<file path="src/rtl/ysyx_22050612_mem_arbiter.sv">
// Shares one memory port between IFU (master 0) and LSU (master 1), one transaction in flight.
// Define ARB_ROUND_ROBIN_EN to break request ties round-robin instead of fixed LSU priority.
module ysyx_22050612_mem_arbiter #(
  parameter int unsigned ADDR_W  = 64,
  parameter int unsigned DATA_W  = 64,
  parameter int unsigned TIMEOUT = 255
) (
  input  logic                clk,
  input  logic                rst,
  input  logic                ifu_req_valid,
  output logic                ifu_req_ready,
  input  logic [ADDR_W-1:0]   ifu_addr,
  output logic                ifu_rsp_valid,
  output logic [DATA_W-1:0]   ifu_rdata,
  output logic                ifu_rsp_err,
  input  logic                lsu_req_valid,
  output logic                lsu_req_ready,
  input  logic [ADDR_W-1:0]   lsu_addr,
  input  logic                lsu_wen,
  input  logic [DATA_W-1:0]   lsu_wdata,
  input  logic [DATA_W/8-1:0] lsu_wmask,
  output logic                lsu_rsp_valid,
  output logic [DATA_W-1:0]   lsu_rdata,
  output logic                lsu_rsp_err,
  output logic                mem_req_valid,
  input  logic                mem_req_ready,
  output logic [ADDR_W-1:0]   mem_addr,
  output logic                mem_wen,
  output logic [DATA_W-1:0]   mem_wdata,
  output logic [DATA_W/8-1:0] mem_wmask,
  input  logic                mem_rsp_valid,
  input  logic [DATA_W-1:0]   mem_rdata
);

  localparam int unsigned CNT_W   = (TIMEOUT > 1) ? $clog2(TIMEOUT) : 1;
  localparam int unsigned TO_LAST = (TIMEOUT > 0) ? TIMEOUT - 1 : 0;
  localparam logic        OWN_IFU = 1'b0;
  localparam logic        OWN_LSU = 1'b1;

  typedef enum logic [1:0] {IDLE, ISSUE, WAIT, RESP} state_t;

  state_t            state;
  state_t            state_next;
  logic              owner;
  logic [CNT_W-1:0]  cnt;
  logic [DATA_W-1:0] rdata_q;
  logic              err_q;
  logic              grant_ifu;
  logic              grant_lsu;
  logic              handshake;
  logic              timeout_hit;
`ifdef ARB_ROUND_ROBIN_EN
  logic              last_grant;
`endif

  // Grant: LSU by default; on a tie the round-robin build favours the master not served last.
  always_comb begin
    grant_lsu = lsu_req_valid;
    grant_ifu = ifu_req_valid & ~lsu_req_valid;
`ifdef ARB_ROUND_ROBIN_EN
    if (ifu_req_valid && lsu_req_valid) begin
      grant_lsu = (last_grant == OWN_IFU);
      grant_ifu = (last_grant == OWN_LSU);
    end
`endif
  end

  assign handshake   = (state == IDLE) && !rst && (grant_ifu || grant_lsu);
  assign timeout_hit = (TIMEOUT != 0) && (cnt == CNT_W'(TO_LAST));

  // State register
  always_ff @(posedge clk) begin
    if (rst) state <= IDLE;
    else     state <= state_next;
  end

  // Next-state logic
  always_comb begin
    state_next = state;
    unique case (state)
      IDLE:  if (handshake) state_next = ISSUE;
      ISSUE: if (mem_req_ready) state_next = WAIT;
      WAIT:  if (mem_rsp_valid || timeout_hit) state_next = RESP;
      RESP:  state_next = IDLE;
      default: state_next = IDLE;
    endcase
  end

  // Outputs decoded from the current state
  always_comb begin
    ifu_req_ready = 1'b0;
    lsu_req_ready = 1'b0;
    mem_req_valid = 1'b0;
    ifu_rsp_valid = 1'b0;
    lsu_rsp_valid = 1'b0;
    unique case (state)
      IDLE: begin
        if (!rst) begin
          ifu_req_ready = grant_ifu;
          lsu_req_ready = grant_lsu;
        end
      end
      ISSUE: mem_req_valid = 1'b1;
      RESP: begin
        ifu_rsp_valid = (owner == OWN_IFU);
        lsu_rsp_valid = (owner == OWN_LSU);
      end
      default: ;
    endcase
  end

  assign ifu_rdata   = rdata_q;
  assign lsu_rdata   = rdata_q;
  assign ifu_rsp_err = err_q;
  assign lsu_rsp_err = err_q;

  // Request latch, watchdog counter and response capture
  always_ff @(posedge clk) begin
    if (rst) begin
      owner     <= OWN_IFU;
      mem_addr  <= '0;
      mem_wen   <= 1'b0;
      mem_wdata <= '0;
      mem_wmask <= '0;
      cnt       <= '0;
      rdata_q   <= '0;
      err_q     <= 1'b0;
    end else begin
      unique case (state)
        IDLE: begin
          if (handshake) begin
            if (grant_lsu) begin
              owner     <= OWN_LSU;
              mem_addr  <= lsu_addr;
              mem_wen   <= lsu_wen;
              mem_wdata <= lsu_wdata;
              mem_wmask <= lsu_wmask;
            end else begin
              owner     <= OWN_IFU;
              mem_addr  <= ifu_addr;
              mem_wen   <= 1'b0;
              mem_wdata <= '0;
              mem_wmask <= '0;
            end
          end
        end
        ISSUE: if (mem_req_ready) cnt <= '0;
        WAIT: begin
          cnt <= cnt + CNT_W'(1);
          // A response on the expiry cycle takes precedence over the error.
          if (mem_rsp_valid) begin
            rdata_q <= mem_wen ? '0 : mem_rdata;
            err_q   <= 1'b0;
          end else if (timeout_hit) begin
            rdata_q <= '0;
            err_q   <= 1'b1;
          end
        end
        default: ;
      endcase
    end
  end

`ifdef ARB_ROUND_ROBIN_EN
  always_ff @(posedge clk) begin
    if (rst)            last_grant <= OWN_LSU;
    else if (handshake) last_grant <= grant_lsu ? OWN_LSU : OWN_IFU;
  end
`endif

endmodule

</file>
<file path="config.mk">
export PLATFORM = sky130hd
export DESIGN_NAME = ysyx_22050612_mem_arbiter
export DESIGN_NICKNAME = d
export VERILOG_FILES = /design/src/rtl/ysyx_22050612_mem_arbiter.sv
export SDC_FILE = /design/constraint.sdc
export NUM_CORES = 1
export LEC_CHECK = 0
export ABC_AREA = 1
export BUFFER_PORTS_ARGS = -buffer_cell sky130_fd_sc_hd__buf_4
export CAP_MARGIN = 20
export CORE_AREA = 2 2 210 212
export CTS_CLUSTER_SIZE = 8
export DETAILED_ROUTE_END_ITERATION = 7
export DIE_AREA = 0 0 212 214
export SLEW_MARGIN = 40
export SYNTH_ARGS = -nofsm -noshare
export SYNTH_HDL_FRONTEND = slang
export SYNTH_SLANG_ARGS = --single-unit
</file>
<file path="constraint.sdc">
create_clock -name clk -period 2.4 [get_ports clk]
set_clock_uncertainty 0.15 [all_clocks]
set_input_delay 0 -clock clk [delete_from_list [all_inputs] [get_ports clk]]
set_output_delay 0 -clock clk [all_outputs]
set_load 0.005 [all_outputs]
</file>
==> impl_metrics.env <==
export IMPL_status="completed"
export IMPL_max_stage_delay_ns=0.56
export IMPL_critPathMaxFanout=14
export IMPL_grtUsageTotal_pct=16.6
export IMPL_fin_area_um2=17800
export IMPL_syn_cell_area_um2=9220
export IMPL_cp_arrival_ns=2.63
export IMPL_synth_edff_count=0
export IMPL_path_class="reg -> reg"
export IMPL_ant_nets=0
export IMPL_hold_class="in -> reg"
export IMPL_drc_errors=0
export IMPL_htree_levels=1
export IMPL_drtIter0Drc=786
export IMPL_portBuffers=542
export IMPL_fp_row_count=76
export IMPL_worstPathRequired_ns=2.72
export IMPL_crit_path_end_kind="flop"
export IMPL_synthArstFlopShare_pct=0
export IMPL_final_util_pct=41.5
export IMPL_drv_slew=0
export IMPL_ys_seq_elements=213
export IMPL_drive_gt1_share_pct=29.9
export IMPL_pin_count=543
export IMPL_hold_viol_final=0
export IMPL_die_width_um=212
export IMPL_crit_top_cell="inv_1"
export IMPL_maxCapViolCount=0
export IMPL_muxShareOfSynthArea_pct=0
export IMPL_cts_buffer_depth=3
export IMPL_yosysSeqAreaShare_pct=46.2
export IMPL_setup_violations=0
export IMPL_synth_simple_area_share_pct=24.8
export IMPL_vdd_drop_max_v=0.000547
export IMPL_synth_cells_most_frequent="nand2_1, dfxtp_1, a21oi_1"
export IMPL_worst_path_max_delay_cell="dlygate4sd3_1"
export IMPL_dpl_cell_area_um2=13300
export IMPL_grt_pass1_wl_mm=61.3
export IMPL_place_inst=2255
export IMPL_rr_worst_depth=10
export IMPL_yosysUniqueCellTypes=23
export IMPL_syn_area_per_cell_um2=7.26
export IMPL_r2r_slack_ns=0.09
export IMPL_synth_top_family_by_area="simple AND/OR/NAND/NOR gates"
export IMPL_synth_most_common_cell="nand2_1"
export IMPL_clkTransAtPathRegs_ns=0.05
export IMPL_syn2layout_area_growth_pct=93.1
export IMPL_slew_headroom_pct=41.6
export IMPL_min_from="ifu_addr[6]"
export IMPL_cts_tree="done"
export IMPL_gp_congestion=0.821
export IMPL_grt_overflow=0
export IMPL_nets=2344
export IMPL_dpl_hpwl_mm=24.5
export IMPL_cp_startpoint="state[1]$_SDFFE_PP0P_"
export IMPL_synth_compound_area_share_pct=16.0
export IMPL_syn_num_nets=1547
export IMPL_core_area_um2=42900
export IMPL_dieArea_um2=45400
export IMPL_synth_area_leaders="dfxtp_1, nand2_1, a21oi_1"
export IMPL_synth_fa_ha_area_share_pct=0.814
export IMPL_total_power_uw=12800
export IMPL_wl_per_cell_um=15.4
export IMPL_fmax_mhz=433
export IMPL_cp_cell_sequence="inv_1, ha_1, inv_1, nor2_2, nand2_2, clkinv_4, buf_6, nand2_1, dlygate4sd3_1, a21oi_1"
export IMPL_synth_ff_type="dfxtp_1"
export IMPL_grt_pass1_vias=12000
export IMPL_synth_top_area_share_pct=46.2
export IMPL_r2r_end="mem_wdata[24]$_SDFFE_PP0P_"
export IMPL_cts_sinks=213
export IMPL_clockRootBuffer="clkbuf_16"
export IMPL_min_period_ns=2.31
export IMPL_clock_latency_ns=0.56
export IMPL_die_h_um=214
export IMPL_hold_path_end="mem_addr[6]$_SDFFE_PP0P_"
export IMPL_start_kind="flop"
export IMPL_layoutNonFillerInstCount=2654
export IMPL_synthCells=1270
export IMPL_dr_pass1_iters=5
export IMPL_power_density_nw_per_um2=716
export IMPL_fillCellCount=4018
export IMPL_antenna_found_initial=1
export IMPL_synth_xor_area_share_pct=0.0950
export IMPL_p_leak_uw=0.00785
export IMPL_r2r_start="state[1]$_SDFFE_PP0P_"
export IMPL_hold_depth=4
export IMPL_viasPerCell=4.50
export IMPL_initial_core_util_pct=21.5
export IMPL_period_share_pct=96.2
export IMPL_worst_pin_slew_ns=0.876
export IMPL_yosysTopAreaCell="dfxtp_1"
export IMPL_numCtsBuffers=30
export IMPL_yosysWarnings=0
export IMPL_vias=11900
export IMPL_routed_wl_mm=40.9
export IMPL_grt_max_degree=83
[cells by family (layout without fill, tap and decap cells)]
| logic type | after synthesis | in the layout |
|---|---|---|
| and+or+nand+nor | 583 | 584 |
| adders and majority gates | 6 | 6 |
| xor gates and xnor gates | 1 | 1 |
| other | 0 | 1 |
| DFF | 213 | 213 |
| buffers and inverters | 189 | 986 |
| AOI/OAI and AO/OA | 278 | 278 |
[worst max-delay path by stage]
| stage | endpoint | slack (ns) | depth (start not counted) |
|---|---|---|---|
| 6_report | mem_wdata[24]$_SDFFE_PP0P_ | 0.09 | 10 |
| 5_1_grt | mem_wdata[24]$_SDFFE_PP0P_ | -0.0009 | 10 |
| 4_1_cts | ifu_rdata[3]$_SDFFE_PP0P_ | 0.007 | 11 |
| 3_5_place_dp | mem_addr[20]$_SDFFE_PP0P_ | 0.30 | 9 |
| 3_3_place_gp | mem_addr[11]$_SDFFE_PP0P_ | 0.37 | 9 |
| 2_1_floorplan | ifu_rdata[38]$_SDFFE_PP0P_ | 0.73 | 8 |
[layout by cell type, fill, tap and decap left out, drive strengths merged]
cell	synthesis	final
nand3	71	71
clkinv	0	3
nand4	1	1
clkbuf	40	34
a21boi	1	1
ha	6	6
a211oi	1	1
nor2	82	82
dlygate4sd3	0	360
xor2	1	1
nand2	429	430
o21ai	67	67
diode	0	1
a21oi	144	144
buf	126	568
dfxtp	213	213
a31oi	65	65
inv	23	21
[power breakdown]
part	total, uW	internal (uW)	switching (uW)
registers	4660	4180	482
clock network	3740	2210	1530
logic	4350	2380	1970
[timing repair]
item | 4_1_cts | 5_1_grt
gates resized for setup | 0 | 13
endpoints found under the setup margin | 0 | 75
buffers inserted | 0 | 1
hold endpoints to repair | 213 | 0
hold buffers | 360 | 0
[through the flow]
| stage | setup TNS (ns) | setup slack (ns) | hold slack [ns] |
|---|---|---|---|
| floorplan | 0 | 0.734 | -0.0476 |
| global placement | 0 | 0.365 | 0.101 |
| detailed placement | 0 | 0.297 | 0.111 |
| CTS | 0 | 0.00725 | 0.0905 |
| global route | -0.000898 | -0.000898 | 0.132 |
| finish | 0 | 0.0922 | 0.123 |
[critical path, delay by kind of cell, from the launching register on]
kind,cells,cell delay (ns)
compound gates,1,0.16
fa+ha+maj,1,0.17
buf+inv,5,1.06
flops,1,0.35
simple gates,3,0.33
[final cells by class]
type                       count  area (um^2)  share of cell area [%]
timing repair buffer         930         8020                    45.1
tap                          585          732                    4.11
multi-input combinational    869         3910                    21.9
clock buffer                  32          768                    4.31
antenna                        1         2.50                  0.0140
sequential                   213         4260                    23.9
inverter                      23         95.1                   0.534
clock inverter                 1         16.3                  0.0913
[metal layers]
| layer | up-vias | wire (um) | track usage [%] |
|---|---|---|---|
| li1 | 5676 | - | - |
| met1 | 5548 | 15800 | 18.1 |
| met2 | 578 | 20000 | 29.4 |
| met3 | 141 | 2910 | 3.45 |
| met4 | 0 | 2170 | 9.65 |
| met5 | - | 0 | 0 |
[registers in the layout, summed over array words and instances (netlist names)]
register / count
ifu_rsp_err: 1
owner: 1
ifu_rdata: 64
cnt: 8
state: 2
mem_wen: 1
mem_wmask: 8
mem_wdata: 64
mem_addr: 64
(Power assumes the default switching activity.)
